--- config.mk ---
export PLATFORM = sky130hd
export DESIGN_NAME = tcdm_to_axi_master
export DESIGN_NICKNAME = d
export VERILOG_FILES = /design/src/rtl/tcdm_to_axi_master.sv
export SDC_FILE = /design/constraint.sdc
export NUM_CORES = 1
export LEC_CHECK = 0
export BUFFER_PORTS_ARGS = -buffer_cell sky130_fd_sc_hd__buf_4
export CORE_AREA = 2 2 204 206
export CTS_CLUSTER_DIAMETER = 150
export CTS_CLUSTER_SIZE = 28
export DETAILED_ROUTE_END_ITERATION = 7
export DIE_AREA = 0 0 206 208
export PLACE_DENSITY = 0.47
export SLEW_MARGIN = 10
export SYNTH_ARGS = -nofsm -noshare
export SYNTH_HDL_FRONTEND = slang
export SYNTH_SLANG_ARGS = --single-unit
export TNS_END_PERCENT = 5
--- constraint.sdc ---
create_clock -name clk_i -period 8.1 [get_ports clk_i]
set_input_delay 1.62 -clock clk_i [delete_from_list [all_inputs] [get_ports clk_i]]
set_output_delay 1.62 -clock clk_i [all_outputs]
set_load 0.005 [all_outputs]
--- src/rtl/tcdm_to_axi_master.sv ---
// rtl/tcdm_to_axi_master.sv - TCDM request stream to single-beat AXI4 master bridge
//
// Purpose:
//   Accepts TCDM-style memory requests (req/gnt/add/wen/wdata/be) and issues each
//   one as a single-beat AXI4 read or write. Up to MAX_OUTSTANDING transactions
//   may be in flight. Responses are returned on mem_r_valid_o/mem_r_rdata_o in
//   request order. A small order FIFO records each request's type. Only the AXI
//   response channel that matches the FIFO head is given ready.
//
// Ports:
//   clk_i, rst_i           clock, asynchronous active-high reset
//   mem_req_i/mem_gnt_o    request handshake (grant is combinational)
//   mem_add_i, mem_wen_i   byte address, 1 = read / 0 = write
//   mem_wdata_i, mem_be_i  write data and byte enables
//   mem_r_valid_o          one-cycle response pulse for reads and writes
//   mem_r_rdata_o          read data (0 for write responses)
//   mem_r_err_o            error flag with the response (TCDM_TO_AXI_ERR_EN only)
//   axi_aw_*, axi_w_*, axi_b_*, axi_ar_*, axi_r_*   AXI4 master channels
//
// Configuration macro: TCDM_TO_AXI_ERR_EN adds mem_r_err_o (SLVERR/DECERR flag).

module tcdm_to_axi_master #(
   parameter int unsigned ADDR_WIDTH      = 32,
   parameter int unsigned AXI_ADDR_WIDTH  = 64,
   parameter int unsigned DATA_WIDTH      = 64,
   parameter int unsigned AXI_ID_WIDTH    = 4,
   parameter int unsigned AXI_ID          = 0,
   parameter int unsigned MAX_OUTSTANDING = 4
) (
   input  logic                        clk_i,
   input  logic                        rst_i,
   // memory side
   input  logic                        mem_req_i,
   output logic                        mem_gnt_o,
   input  logic [ADDR_WIDTH-1:0]       mem_add_i,
   input  logic                        mem_wen_i,
   input  logic [DATA_WIDTH-1:0]       mem_wdata_i,
   input  logic [DATA_WIDTH/8-1:0]     mem_be_i,
   output logic                        mem_r_valid_o,
   output logic [DATA_WIDTH-1:0]       mem_r_rdata_o,
`ifdef TCDM_TO_AXI_ERR_EN
   output logic                        mem_r_err_o,
`endif
   // AW channel
   output logic                        axi_aw_valid_o,
   input  logic                        axi_aw_ready_i,
   output logic [AXI_ID_WIDTH-1:0]     axi_aw_id_o,
   output logic [AXI_ADDR_WIDTH-1:0]   axi_aw_addr_o,
   output logic [7:0]                  axi_aw_len_o,
   output logic [2:0]                  axi_aw_size_o,
   output logic [1:0]                  axi_aw_burst_o,
   output logic [3:0]                  axi_aw_cache_o,
   output logic [2:0]                  axi_aw_prot_o,
   output logic [3:0]                  axi_aw_qos_o,
   output logic [3:0]                  axi_aw_region_o,
   output logic [5:0]                  axi_aw_atop_o,
   // W channel
   output logic                        axi_w_valid_o,
   input  logic                        axi_w_ready_i,
   output logic [DATA_WIDTH-1:0]       axi_w_data_o,
   output logic [DATA_WIDTH/8-1:0]     axi_w_strb_o,
   output logic                        axi_w_last_o,
   // B channel
   input  logic                        axi_b_valid_i,
   output logic                        axi_b_ready_o,
   input  logic [1:0]                  axi_b_resp_i,
   // AR channel
   output logic                        axi_ar_valid_o,
   input  logic                        axi_ar_ready_i,
   output logic [AXI_ID_WIDTH-1:0]     axi_ar_id_o,
   output logic [AXI_ADDR_WIDTH-1:0]   axi_ar_addr_o,
   output logic [7:0]                  axi_ar_len_o,
   output logic [2:0]                  axi_ar_size_o,
   output logic [1:0]                  axi_ar_burst_o,
   output logic [3:0]                  axi_ar_cache_o,
   output logic [2:0]                  axi_ar_prot_o,
   output logic [3:0]                  axi_ar_qos_o,
   output logic [3:0]                  axi_ar_region_o,
   // R channel
   input  logic                        axi_r_valid_i,
   output logic                        axi_r_ready_o,
   input  logic [DATA_WIDTH-1:0]       axi_r_data_i,
   input  logic [1:0]                  axi_r_resp_i
);

   localparam int unsigned STRB_W = DATA_WIDTH / 8;
   localparam int unsigned CNT_W  = $clog2(MAX_OUTSTANDING + 1);
   localparam int unsigned PTR_W  = (MAX_OUTSTANDING > 1) ? $clog2(MAX_OUTSTANDING) : 1;
   localparam logic [CNT_W-1:0] CNT_MAX  = CNT_W'(MAX_OUTSTANDING);
   localparam logic [PTR_W-1:0] PTR_LAST = PTR_W'(MAX_OUTSTANDING - 1);

   typedef enum logic [1:0] {S_IDLE, S_AR, S_WR} state_t;

   state_t                     r_state;
   state_t                     w_state_nxt;
   logic                       r_aw_done;
   logic                       r_w_done;
   logic [ADDR_WIDTH-1:0]      r_add;
   logic [DATA_WIDTH-1:0]      r_wdata;
   logic [STRB_W-1:0]          r_be;
   // order FIFO: 1 = read, 0 = write; occupancy is r_count
   logic [MAX_OUTSTANDING-1:0] r_fifo_is_rd;
   logic [PTR_W-1:0]           r_wr_ptr;
   logic [PTR_W-1:0]           r_rd_ptr;
   logic [CNT_W-1:0]           r_count;
   logic                       r_rsp_valid;
   logic [DATA_WIDTH-1:0]      r_rsp_rdata;

   logic w_gnt;
   logic w_aw_hs;
   logic w_w_hs;
   logic w_ar_hs;
   logic w_r_hs;
   logic w_b_hs;
   logic w_retire;
   logic w_head_is_rd;
   logic w_fifo_empty;
   logic w_wr_complete;

   assign w_fifo_empty = (r_count == '0);
   assign w_head_is_rd = r_fifo_is_rd[r_rd_ptr];
   assign w_gnt        = mem_req_i & (r_state == S_IDLE) & (r_count < CNT_MAX);

   assign w_aw_hs  = axi_aw_valid_o & axi_aw_ready_i;
   assign w_w_hs   = axi_w_valid_o  & axi_w_ready_i;
   assign w_ar_hs  = axi_ar_valid_o & axi_ar_ready_i;
   assign w_r_hs   = axi_r_valid_i  & axi_r_ready_o;
   assign w_b_hs   = axi_b_valid_i  & axi_b_ready_o;
   assign w_retire = w_r_hs | w_b_hs;

   // A write completes when each of AW and W has handshaken, now or earlier.
   assign w_wr_complete = (r_aw_done | w_aw_hs) & (r_w_done | w_w_hs);

   // ---------------- FSM: state register ----------------
   always_ff @(posedge clk_i or posedge rst_i) begin
      if (rst_i) begin
         r_state <= S_IDLE;
      end else begin
         r_state <= w_state_nxt;
      end
   end

   // ---------------- FSM: next state ----------------
   always_comb begin
      w_state_nxt = r_state;
      case (r_state)
         S_IDLE:  if (w_gnt) w_state_nxt = mem_wen_i ? S_AR : S_WR;
         S_AR:    if (w_ar_hs) w_state_nxt = S_IDLE;
         S_WR:    if (w_wr_complete) w_state_nxt = S_IDLE;
         default: w_state_nxt = S_IDLE;
      endcase
   end

   // ---------------- FSM: outputs ----------------
   always_comb begin
      axi_ar_valid_o = 1'b0;
      axi_aw_valid_o = 1'b0;
      axi_w_valid_o  = 1'b0;
      case (r_state)
         S_AR: axi_ar_valid_o = 1'b1;
         S_WR: begin
            axi_aw_valid_o = ~r_aw_done;
            axi_w_valid_o  = ~r_w_done;
         end
         default: ;
      endcase
   end

   // AW/W completion tracking; cleared whenever the write is not in progress.
   always_ff @(posedge clk_i or posedge rst_i) begin
      if (rst_i) begin
         r_aw_done <= 1'b0;
         r_w_done  <= 1'b0;
      end else if (r_state == S_WR && w_state_nxt == S_WR) begin
         r_aw_done <= r_aw_done | w_aw_hs;
         r_w_done  <= r_w_done  | w_w_hs;
      end else begin
         r_aw_done <= 1'b0;
         r_w_done  <= 1'b0;
      end
   end

   // Request capture and order FIFO bookkeeping.
   always_ff @(posedge clk_i or posedge rst_i) begin
      if (rst_i) begin
         r_add        <= '0;
         r_wdata      <= '0;
         r_be         <= '0;
         r_fifo_is_rd <= '0;
         r_wr_ptr     <= '0;
         r_rd_ptr     <= '0;
         r_count      <= '0;
      end else begin
         if (w_gnt) begin
            r_add                  <= mem_add_i;
            r_wdata                <= mem_wdata_i;
            r_be                   <= mem_be_i;
            r_fifo_is_rd[r_wr_ptr] <= mem_wen_i;
            r_wr_ptr               <= (r_wr_ptr == PTR_LAST) ? '0 : r_wr_ptr + 1'b1;
         end
         if (w_retire) begin
            r_rd_ptr <= (r_rd_ptr == PTR_LAST) ? '0 : r_rd_ptr + 1'b1;
         end
         case ({w_gnt, w_retire})
            2'b10:   r_count <= r_count + 1'b1;
            2'b01:   r_count <= r_count - 1'b1;
            default: ;
         endcase
      end
   end

   // Only the channel matching the oldest outstanding request is accepted,
   // which keeps responses in request order across R and B.
   assign axi_r_ready_o = ~w_fifo_empty &  w_head_is_rd;
   assign axi_b_ready_o = ~w_fifo_empty & ~w_head_is_rd;

   // Response to the memory side, one cycle after the AXI handshake.
   always_ff @(posedge clk_i or posedge rst_i) begin
      if (rst_i) begin
         r_rsp_valid <= 1'b0;
         r_rsp_rdata <= '0;
      end else begin
         r_rsp_valid <= w_retire;
         r_rsp_rdata <= w_r_hs ? axi_r_data_i : '0;
      end
   end

   assign mem_gnt_o     = w_gnt;
   assign mem_r_valid_o = r_rsp_valid;
   assign mem_r_rdata_o = r_rsp_rdata;

`ifdef TCDM_TO_AXI_ERR_EN
   // resp[1] set means SLVERR (2'b10) or DECERR (2'b11).
   logic r_rsp_err;
   always_ff @(posedge clk_i or posedge rst_i) begin
      if (rst_i) begin
         r_rsp_err <= 1'b0;
      end else begin
         r_rsp_err <= (w_r_hs & axi_r_resp_i[1]) | (w_b_hs & axi_b_resp_i[1]);
      end
   end
   assign mem_r_err_o = r_rsp_err;
`else
   logic w_unused_resp;
   assign w_unused_resp = ^{axi_r_resp_i, axi_b_resp_i};
`endif

   // Fixed single-beat AXI attributes.
   assign axi_aw_id_o     = AXI_ID_WIDTH'(AXI_ID);
   assign axi_aw_addr_o   = AXI_ADDR_WIDTH'(r_add);
   assign axi_aw_len_o    = 8'd0;
   assign axi_aw_size_o   = 3'($clog2(STRB_W));
   assign axi_aw_burst_o  = 2'b01;
   assign axi_aw_cache_o  = 4'd0;
   assign axi_aw_prot_o   = 3'd0;
   assign axi_aw_qos_o    = 4'd0;
   assign axi_aw_region_o = 4'd0;
   assign axi_aw_atop_o   = 6'd0;

   assign axi_w_data_o    = r_wdata;
   assign axi_w_strb_o    = r_be;
   assign axi_w_last_o    = 1'b1;

   assign axi_ar_id_o     = AXI_ID_WIDTH'(AXI_ID);
   assign axi_ar_addr_o   = AXI_ADDR_WIDTH'(r_add);
   assign axi_ar_len_o    = 8'd0;
   assign axi_ar_size_o   = 3'($clog2(STRB_W));
   assign axi_ar_burst_o  = 2'b01;
   assign axi_ar_cache_o  = 4'd0;
   assign axi_ar_prot_o   = 3'd0;
   assign axi_ar_qos_o    = 4'd0;
   assign axi_ar_region_o = 4'd0;

endmodule

==> results of run 1 <==
## per-stage QoR
stage,hold WS (ns),setup slack [ns]
floorplan,0.4697,1.480
global placement,0.4607,3.060
detailed placement,0.4629,3.075
CTS,0.4813,3.074
global route,0.4905,3.037
finish,0.4752,3.233
## critical path: stages
cell and delay, ns:
buf_4 0.11, or4b_4 0.44, clkinv_4 0.65, buf_4 0.40
## logic make-up after synthesis
kind of cell | synth area share
simple gates | 0.2090
buf+inv | 0.1797
flops | 0.5752
mux | 0.01422
fa+ha+maj | 0.01188
compound gates | 0.005783
xor+xnor | 0.003283
other cells | 0.0009381
## layout make-up
class	instances	area [µm²]
clock inverters	13	120.1
inverters	8	42.54
well taps	532	665.6
flip-flops and latches	184	4604
fillers	4337	29330
repair buffers	385	2890
clock buffers	19	432.9
multi-input cells	558	2466
## metal layers
metal	vias up	GRT usage	part of all wire
met5	-	0	0
met4	0	0.03325	0.015
met3	18	0.04840	0.11
met2	301	0.1665	0.49
met1	2781	0.1176	0.39
li1	2838	-	-
## how the worst max path moves through the flow
stage	start	end	slack (ns)	cells past startpoint
after floorplan	rst_i	axi_w_data_o[0]	1.48	1
after global placement	mem_req_i	mem_gnt_o	3.06	4
after detailed placement	mem_req_i	mem_gnt_o	3.08	4
after CTS	mem_req_i	mem_gnt_o	3.07	4
after global routing	mem_req_i	mem_gnt_o	3.04	4
final	mem_req_i	mem_gnt_o	3.23	4
## sequential cells by signal, summed over array words and instances, names as in the netlist
name / count
r_w_done: 1
mem_r_valid_o: 1
r_wr_ptr: 2
r_count: 3
r_add: 32
axi_w_strb_o: 8
r_rd_ptr: 2
axi_w_data_o: 64
r_aw_done: 1
r_state: 2
r_fifo_is_rd: 4
mem_r_rdata_o: 64
## cells in the final DEF (no fill, tap or decap)
cell type,n
buf_4,385
nand2_1,317
dfrtp_1,184
conb_1,135
and2_1,64
clkbuf_16,17
nor2_1,9
inv_1,6
ha_1,6
mux2_2,5
inv_6,5
o21ai_0,3
clkinvlp_4,3
clkinv_2,3
clkinv_4,2
nor2b_1,2
o31ai_1,2
mux2i_1,2
xor2_1,2
clkbuf_1,2
or4b_4,1
nor3_1,1
mux4_2,1
and3b_2,1
a22o_1,1
nand2b_1,1
o21bai_1,1
inv_8,1
mux2_4,1
xnor2_1,1
or3_1,1
fa_1,1
bufinv_16,1
## power groups by stage
| stage | clock network (mW) | registers (mW) | logic [mW] |
|---|---|---|---|
| 2_1_floorplan | 0 | 1.52 | 0.768 |
| 3_3_place_gp | 0 | 1.50 | 1.56 |
| 3_5_place_dp | 0 | 1.51 | 1.57 |
| 4_1_cts | 0.861 | 1.50 | 1.58 |
| 5_1_grt | 0.905 | 1.55 | 1.73 |
| 6_report | 0.818 | 1.49 | 1.52 |
==> results.ini, run 1 <==
[timing]
tns_ns=0
period_share=0.6009
relSlewSlack=0.3786
fmax_mhz=205.4
setup_viol=0
finClkSkew_ns=0.01422
fin_crit_ns=4.867
rsz0062_at_grt=false
tightest_slew_ns=0.9321
finalHoldViolations=0
drv_slew=0

[run_status]
status=complete, no violations

[worst_setup_path]
critical_path_class=input pin to output pin
rrSetupSlack_ns=5.53
required_ns=6.48
r2r_end=r_count[2]
critPathArrivalTime_ns=3.25
crit_path_max_fanout=113
r2r-start=r_rd_ptr[0]
worstSetupEndpointType=output pin
startpoint_type=input pin
r2r_cells=8

[floorplanning]
num_rows=74
dieArea_mm2=0.04285
core-area_mm2=0.04055
fp.dieW_um=206
die_h_um=208
start_util=0.1974
ios=523

[synthesis]
async_flop_share=1.000
synth_area_leaders=dfrtp_1 58%, buf_4 16%, nand2_1 15%, and2_1 5.0%, buf_2 0.94%
ys_warn_count=0
syn_inst=815
yosysMostFrequentCell=nand2_1
synth_top_cell_area_share=0.5752
ys_seq_elements=184
synthTopCellsByCount=317 x nand2_1, 184 x dfrtp_1, 169 x buf_4
synthesis.area_mm2=0.008005
syn_area_per_cell_um2=9.822
ys.flop_type=dfrtp_1
yosysUniqueCellTypes=30
synth_top_area_cell=dfrtp_1
synth-seq-area-share=0.5752
synth_edf_count=0

[detailed_routing]
wirelength_um=22410
wl_per_cell_um=13.19
dr.pass1.iters=4
vias_per_cell=3.495
route.vias.total=5938
drtAntennaViolNets=0
route.detailed.drc=0
first_iter_violations=268

[placed_design]
dpl.cell_count=1667
gp_congestion=0.6979
place_hpwl_um=16240
port_buffers=383
dpl_cell_area_mm2=0.01067

[grt]
grt_pass1_vias=5668
gr-usage-all-layers=0.1022
grt_pass1_wl_um=32970
grt_max_degree=120
overflow=0
antenna_found_initial=0

[power]
power_switching_mw=1.318
power.total_mw=3.838
swShare=0.3435
p_clk_frac=0.213
combPwrFrac=0.397
p_int_mw=2.519
ir_drop_v=0.0001339
p_leak_nw=6.261
power.share.sequential=0.389
p_per_area_mw_per_mm2=342.0

[cells_and_area]
drive_gt1_frac=0.3650
design_area_mm2=0.01122
diodes=0
syn_to_final_growth_pct=40.18
nets=1342
utilization=0.2767
stdcell_count=1699

[worst_hold_path]
min_delay_path_depth=2
hp-start=axi_w_data_o[8]
hold_path_class=register to register
hold_end=axi_w_data_o[8]

[flow_run]
drv_cap=0

[clocking]
cts.sinks=184
cts_made_buffers=17
ctsResizeCount=0
postCtsHoldBufs=0
clockRootBuffer=clkbuf_16
cts_buffer_depth=2
post_cts_buffers=0
clk_pin_slew_ns=0.07
cts_tree=built
h-tree-depth=4
clk_latency_ns=0.45

(Power assumes the default switching activity.)
==> inputs of run 2 (changes only) <==
clock period = 4.6 ns   (was 8.1 ns; I/O delays follow)
==> results.ini, run 2 (same netlist as run 1, synthesis figures left out) <==
[run_status]
status=complete, no violations  ; unchanged

[timing]
tns_ns=0  ; unchanged
rsz0062_at_grt=false  ; unchanged
fin_crit_ns=3.338
setup_viol=0  ; unchanged
tightest_slew_ns=0.9008  ; was 0.9321 ns
holdWs_ns=0.3932  ; was 0.4752 ns
drv_slew=0  ; unchanged
finalHoldViolations=0  ; unchanged
period_share=0.7256
fmax_mhz=299.6
finClkSkew_ns=0.01328  ; was 0.01422 ns
relSlewSlack=0.3995  ; was 0.3786

[floorplanning]
num_rows=74  ; unchanged
fp.dieW_um=206  ; unchanged
start_util=0.1974  ; unchanged
ios=523  ; unchanged
core-area_mm2=0.04055  ; unchanged
dieArea_mm2=0.04285  ; unchanged
die_h_um=208  ; unchanged

[cells_and_area]
drive_gt1_frac=0.3653  ; was 0.3650
multi_input_area_mm2=0.002466  ; unchanged
regArea_mm2=0.004604  ; unchanged
nets=1344  ; was 1342
layout_common_cells=385 x buf_4, 317 x nand2_1, 184 x dfrtp_1  ; unchanged
syn_to_final_growth_pct=41.29  ; was 40.18%
fill_cells=4353  ; was 4337
final_common_cell=buf_4  ; unchanged

[power]
power_switching_mw=2.331  ; was 1.318 mW
swShare=0.3387  ; was 0.3435
p_int_mw=4.551  ; was 2.519 mW
p_leak_nw=6.296  ; was 6.261 nW
p_clk_frac=0.227  ; was 0.213
ir_drop_v=0.0002519  ; was 0.0001339 V
combPwrFrac=0.389  ; was 0.397
p_per_area_mw_per_mm2=608.4  ; was 342.0 mW/mm²
power.total_mw=6.882  ; was 3.838 mW
power.share.sequential=0.384  ; was 0.389

[worst_setup_path]
startpoint_type=register  ; was input pin
critical_path_class=register to output pin  ; was input pin to output pin
worstSetupEndpointType=output pin  ; unchanged
required_ns=3.68  ; was 6.48 ns
crit_path_max_fanout=53  ; was 113
r2r_cells=5  ; was 8
critPathArrivalTime_ns=2.42  ; was 3.25 ns

[grt]
grt_pass1_wl_um=32800  ; was 32970 µm
grt_max_degree=92  ; was 120
antenna_found_initial=1  ; was 0
grt_pass1_vias=5655  ; was 5668
overflow=0  ; unchanged
gr-usage-all-layers=0.1010  ; was 0.1022

[clocking]
clockRootBuffer=clkbuf_16  ; unchanged
postCtsHoldBufs=0  ; unchanged
cts_buffer_depth=2  ; unchanged
h-tree-depth=4  ; unchanged
post_cts_buffers=0  ; unchanged
clk_pin_slew_ns=0.07  ; about the same
cts_made_buffers=17  ; unchanged
cts_tree=built  ; unchanged
clk_latency_ns=0.45  ; about the same
ctsResizeCount=0  ; unchanged
cts.sinks=184  ; unchanged

[detailed_routing]
drtAntennaViolNets=0  ; unchanged
route.vias.total=5840  ; was 5938
dr.pass1.iters=4  ; unchanged
first_iter_violations=211  ; was 268
wirelength_um=22510  ; was 22410 µm
vias_per_cell=3.431  ; was 3.495
wl_per_cell_um=13.22  ; was 13.19 µm
route.detailed.drc=0  ; unchanged

[placed_design]
gp_congestion=0.7115  ; was 0.6979
port_buffers=383  ; unchanged
place_hpwl_um=16370  ; was 16240 µm

[flow_run]
drv_cap=0  ; unchanged

[worst_hold_path]
hold_path_class=input pin to asynchronous set/reset pin  ; was register to register

run 2: power groups by stage:
stage               clock [mW]  combinational, mW  sequential, mW
detailed placement           0               2.77            2.68
CTS                       1.64               2.78            2.65
global route              1.72               3.04            2.73
global placement             0               2.75            2.66
finish                    1.56               2.68            2.64
floorplan                    0               1.35            2.68
run 2: layout make-up:
type                    instances  share of cell area
inverters                       8            0.003429
clock buffers                  20             0.03861
repair buffers                387              0.2591
well taps                     532             0.05885
flip-flops and latches        184              0.4071
multi-input cells             558              0.2180
diodes                          1           0.0002212
clock inverters                12             0.01471
run 2: worst paths after layout:
check	from	slack [ns]	to
worst max-delay path	r_count[2]	1.26	mem_gnt_o
min in group clk_i	axi_w_data_o[33]	0.48	axi_w_data_o[33]
worst max register to register	r_count[2]	1.84	r_add[12]
max in group asynchronous	rst_i	3.43	axi_w_data_o[5]
worst min register to register	axi_w_data_o[33]	0.48	axi_w_data_o[33]
worst min-delay path	rst_i	0.39	mem_r_rdata_o[35]
run 2: routing by layer:
metal | global-route usage | vias up | part of all wire
met4 | 0.02808 | 0 | 0.0096
li1 | - | 2846 | -
met1 | 0.1159 | 2715 | 0.40
met3 | 0.04496 | 11 | 0.091
met5 | 0 | - | 0
met2 | 0.1693 | 268 | 0.50
run 2: critical path: stages, from the launching register on:
cell and delay [ns]:
dfrtp_1 0.48, or4b_4 0.82, clkinv_4 0.41, buf_4 0.19
run 2: stage by stage:
step | util | cell area (µm²) | instances | worst slack (ns)
2_1_floorplan | - | 8508 | 948 | 1.315
3_3_place_gp | 0.2640 | 10710 | 1669 | 1.251
3_5_place_dp | 0.2640 | 10710 | 1669 | 1.253
4_1_cts | 0.2788 | 11310 | 1701 | 1.184
5_1_grt | 0.2789 | 11310 | 1702 | 1.101
6_report | 0.2789 | 11310 | 1702 | 1.262
==> inputs of run 3 (changes only) <==
PLACE_DENSITY = 0.48   (was 0.47)
clock period = 3.05 ns   (was 4.6 ns; I/O delays follow)
==> results.ini, run 3 (same netlist as run 1, synthesis figures left out) <==
[cells_and_area]
stdcell_count=1704  ; was 1702
utilization=0.2797  ; was 0.2789
fill_cells=4379  ; was 4353
diodes=0  ; was 1
syn_to_final_growth_pct=41.70  ; was 41.29%
nets=1347  ; was 1344
design_area_mm2=0.01134  ; was 0.01131 mm²
drive_gt1_frac=0.3695  ; was 0.3653
final_common_cell=buf_4  ; unchanged
layout_common_cells=387 x buf_4, 317 x nand2_1, 184 x dfrtp_1  ; was 385 x buf_4, 317 x nand2_1, 184 x dfrtp_1

[timing]
tightest_slew_ns=0.9537  ; was 0.9008 ns
holdWs_ns=0.1958  ; was 0.3932 ns
setup_viol=0  ; unchanged
fin_crit_ns=2.540
fin_ws_ns=0.5101  ; was 1.262 ns
fmax_mhz=393.7
relSlewSlack=0.3642  ; was 0.3995
period_share=0.8327
drv_slew=0  ; unchanged
rsz0062_at_grt=false  ; unchanged
finClkSkew_ns=0.01097  ; was 0.01328 ns
finalHoldViolations=0  ; unchanged
tns_ns=0  ; unchanged

[placed_design]
gp_congestion=0.7306  ; was 0.7115
place_hpwl_um=16270  ; was 16370 µm
port_buffers=383  ; unchanged
post-place-ws_ns=0.4999  ; was 1.253 ns
dpl_cell_area_mm2=0.01074  ; was 0.01071 mm²
dpl.cell_count=1672  ; was 1669

[worst_setup_path]
rrSetupSlack_ns=0.51  ; was 1.84 ns
required_ns=3.43  ; was 3.68 ns
r2r-start=r_rd_ptr[0]  ; was r_count[2]
crit_path_max_fanout=4  ; was 53
crit_path_top_delay_cell=mux4_2  ; was or4b_4
worstSetupEndpointType=register  ; was output pin
crit_top_cell=xor2_1
critPathArrivalTime_ns=2.92  ; was 2.42 ns
startpoint_type=register  ; unchanged
crit_chain=mux4_2 -> mux2i_1 -> ha_1 -> inv_1 -> fa_1 -> xor2_1 -> nor2_1 -> xor2_1  ; was or4b_4 -> clkinv_4 -> buf_4
critical_path_class=register to register  ; was register to output pin
r2r_cells=8  ; was 5
cpPeakStageDelay_ns=0.58  ; was 0.82 ns
r2r_end=r_count[2]  ; was r_add[12]

[grt]
antenna_found_initial=0  ; was 1
overflow=0  ; unchanged
gr-usage-all-layers=0.1020  ; was 0.1010
grt_max_degree=72  ; was 92
grt_pass1_vias=5761  ; was 5655
grt_pass1_wl_um=32950  ; was 32800 µm

[clocking]
clockRootBuffer=clkbuf_16  ; unchanged
ctsResizeCount=0  ; unchanged
cts_made_buffers=17  ; unchanged
post_cts_buffers=0  ; unchanged
postCtsHoldBufs=0  ; unchanged
clk_pin_slew_ns=0.07  ; about the same
cts_buffer_depth=2  ; unchanged
cts.sinks=184  ; unchanged
clk_latency_ns=0.46  ; was 0.45 ns
h-tree-depth=4  ; unchanged
cts_tree=built  ; unchanged

[detailed_routing]
first_iter_violations=354  ; was 211
drtAntennaViolNets=0  ; unchanged
wirelength_um=22330  ; was 22510 µm
wl_per_cell_um=13.11  ; was 13.22 µm
dr.pass1.iters=4  ; unchanged
route.detailed.drc=0  ; unchanged
route.vias.total=5893  ; was 5840
vias_per_cell=3.458  ; was 3.431

[floorplanning]
fp.dieW_um=206  ; unchanged
start_util=0.1974  ; unchanged
ios=523  ; unchanged
dieArea_mm2=0.04285  ; unchanged
die_h_um=208  ; unchanged
core-area_mm2=0.04055  ; unchanged
num_rows=74  ; unchanged

[run_status]
status=complete, no violations  ; unchanged

[worst_hold_path]
hold_path_class=input pin to asynchronous set/reset pin  ; unchanged

[power]
p_per_area_mw_per_mm2=915.8  ; was 608.4 mW/mm²
p_leak_nw=6.319  ; was 6.296 nW
ir_drop_v=0.0004289  ; was 0.0002519 V
power.total_mw=10.39  ; was 6.882 mW

[flow_run]
drv_cap=0  ; unchanged

## run 3: changes by cell type in the layout (fill, tap and decap cells not counted), sizes merged
cell,delta
clkinv,+2
diode,-1
clkbuf,-2
bufinv,-1
inv,+1
buf,+3
## run 3: worst max-delay path, delay by kind of cell (launching register included)
kind	cells	cell delay [ns]
and+or+nand+nor	1	0.11
muxes	2	0.96
DFF	1	0.41
xor gates and xnor gates	2	0.29
adders and majority gates	2	0.63
buffers and inverters	1	0.06
## run 3: how the worst max path moves through the flow
stage	from	end
after floorplan	rst_i	axi_w_data_o[0]
after global placement	r_rd_ptr[0]	r_count[2]
after detailed placement	r_rd_ptr[0]	r_count[2]
after CTS	r_count[2]	mem_gnt_o
after global routing	r_rd_ptr[0]	r_count[2]
final	r_rd_ptr[0]	r_count[2]
## run 3: final cells by class
cell class	count	area [µm²]	share of cell area
tap	532	665.6	0.05868
clock inverter	14	163.9	0.01445
clock buffer	18	439.2	0.03872
inverter	8	38.79	0.003419
timing repair buffer	390	2965	0.2614
sequential	184	4604	0.4059
multi-input combinational	558	2466	0.2174
## run 3: layer usage
| metal | vias up | part of all wire | global-route usage |
|---|---|---|---|
| li1 | 2851 | - | - |
| met1 | 2744 | 0.39 | 0.1139 |
| met2 | 280 | 0.49 | 0.1700 |
| met3 | 18 | 0.11 | 0.04887 |
| met4 | 0 | 0.012 | 0.03251 |
| met5 | - | 0 | 0 |
## run 3: power breakdown
group          total (mW)  switching, mW  internal, mW
logic                4.07           1.91          2.15
clock network        2.33           1.08          1.25
registers            3.99          0.564          3.42
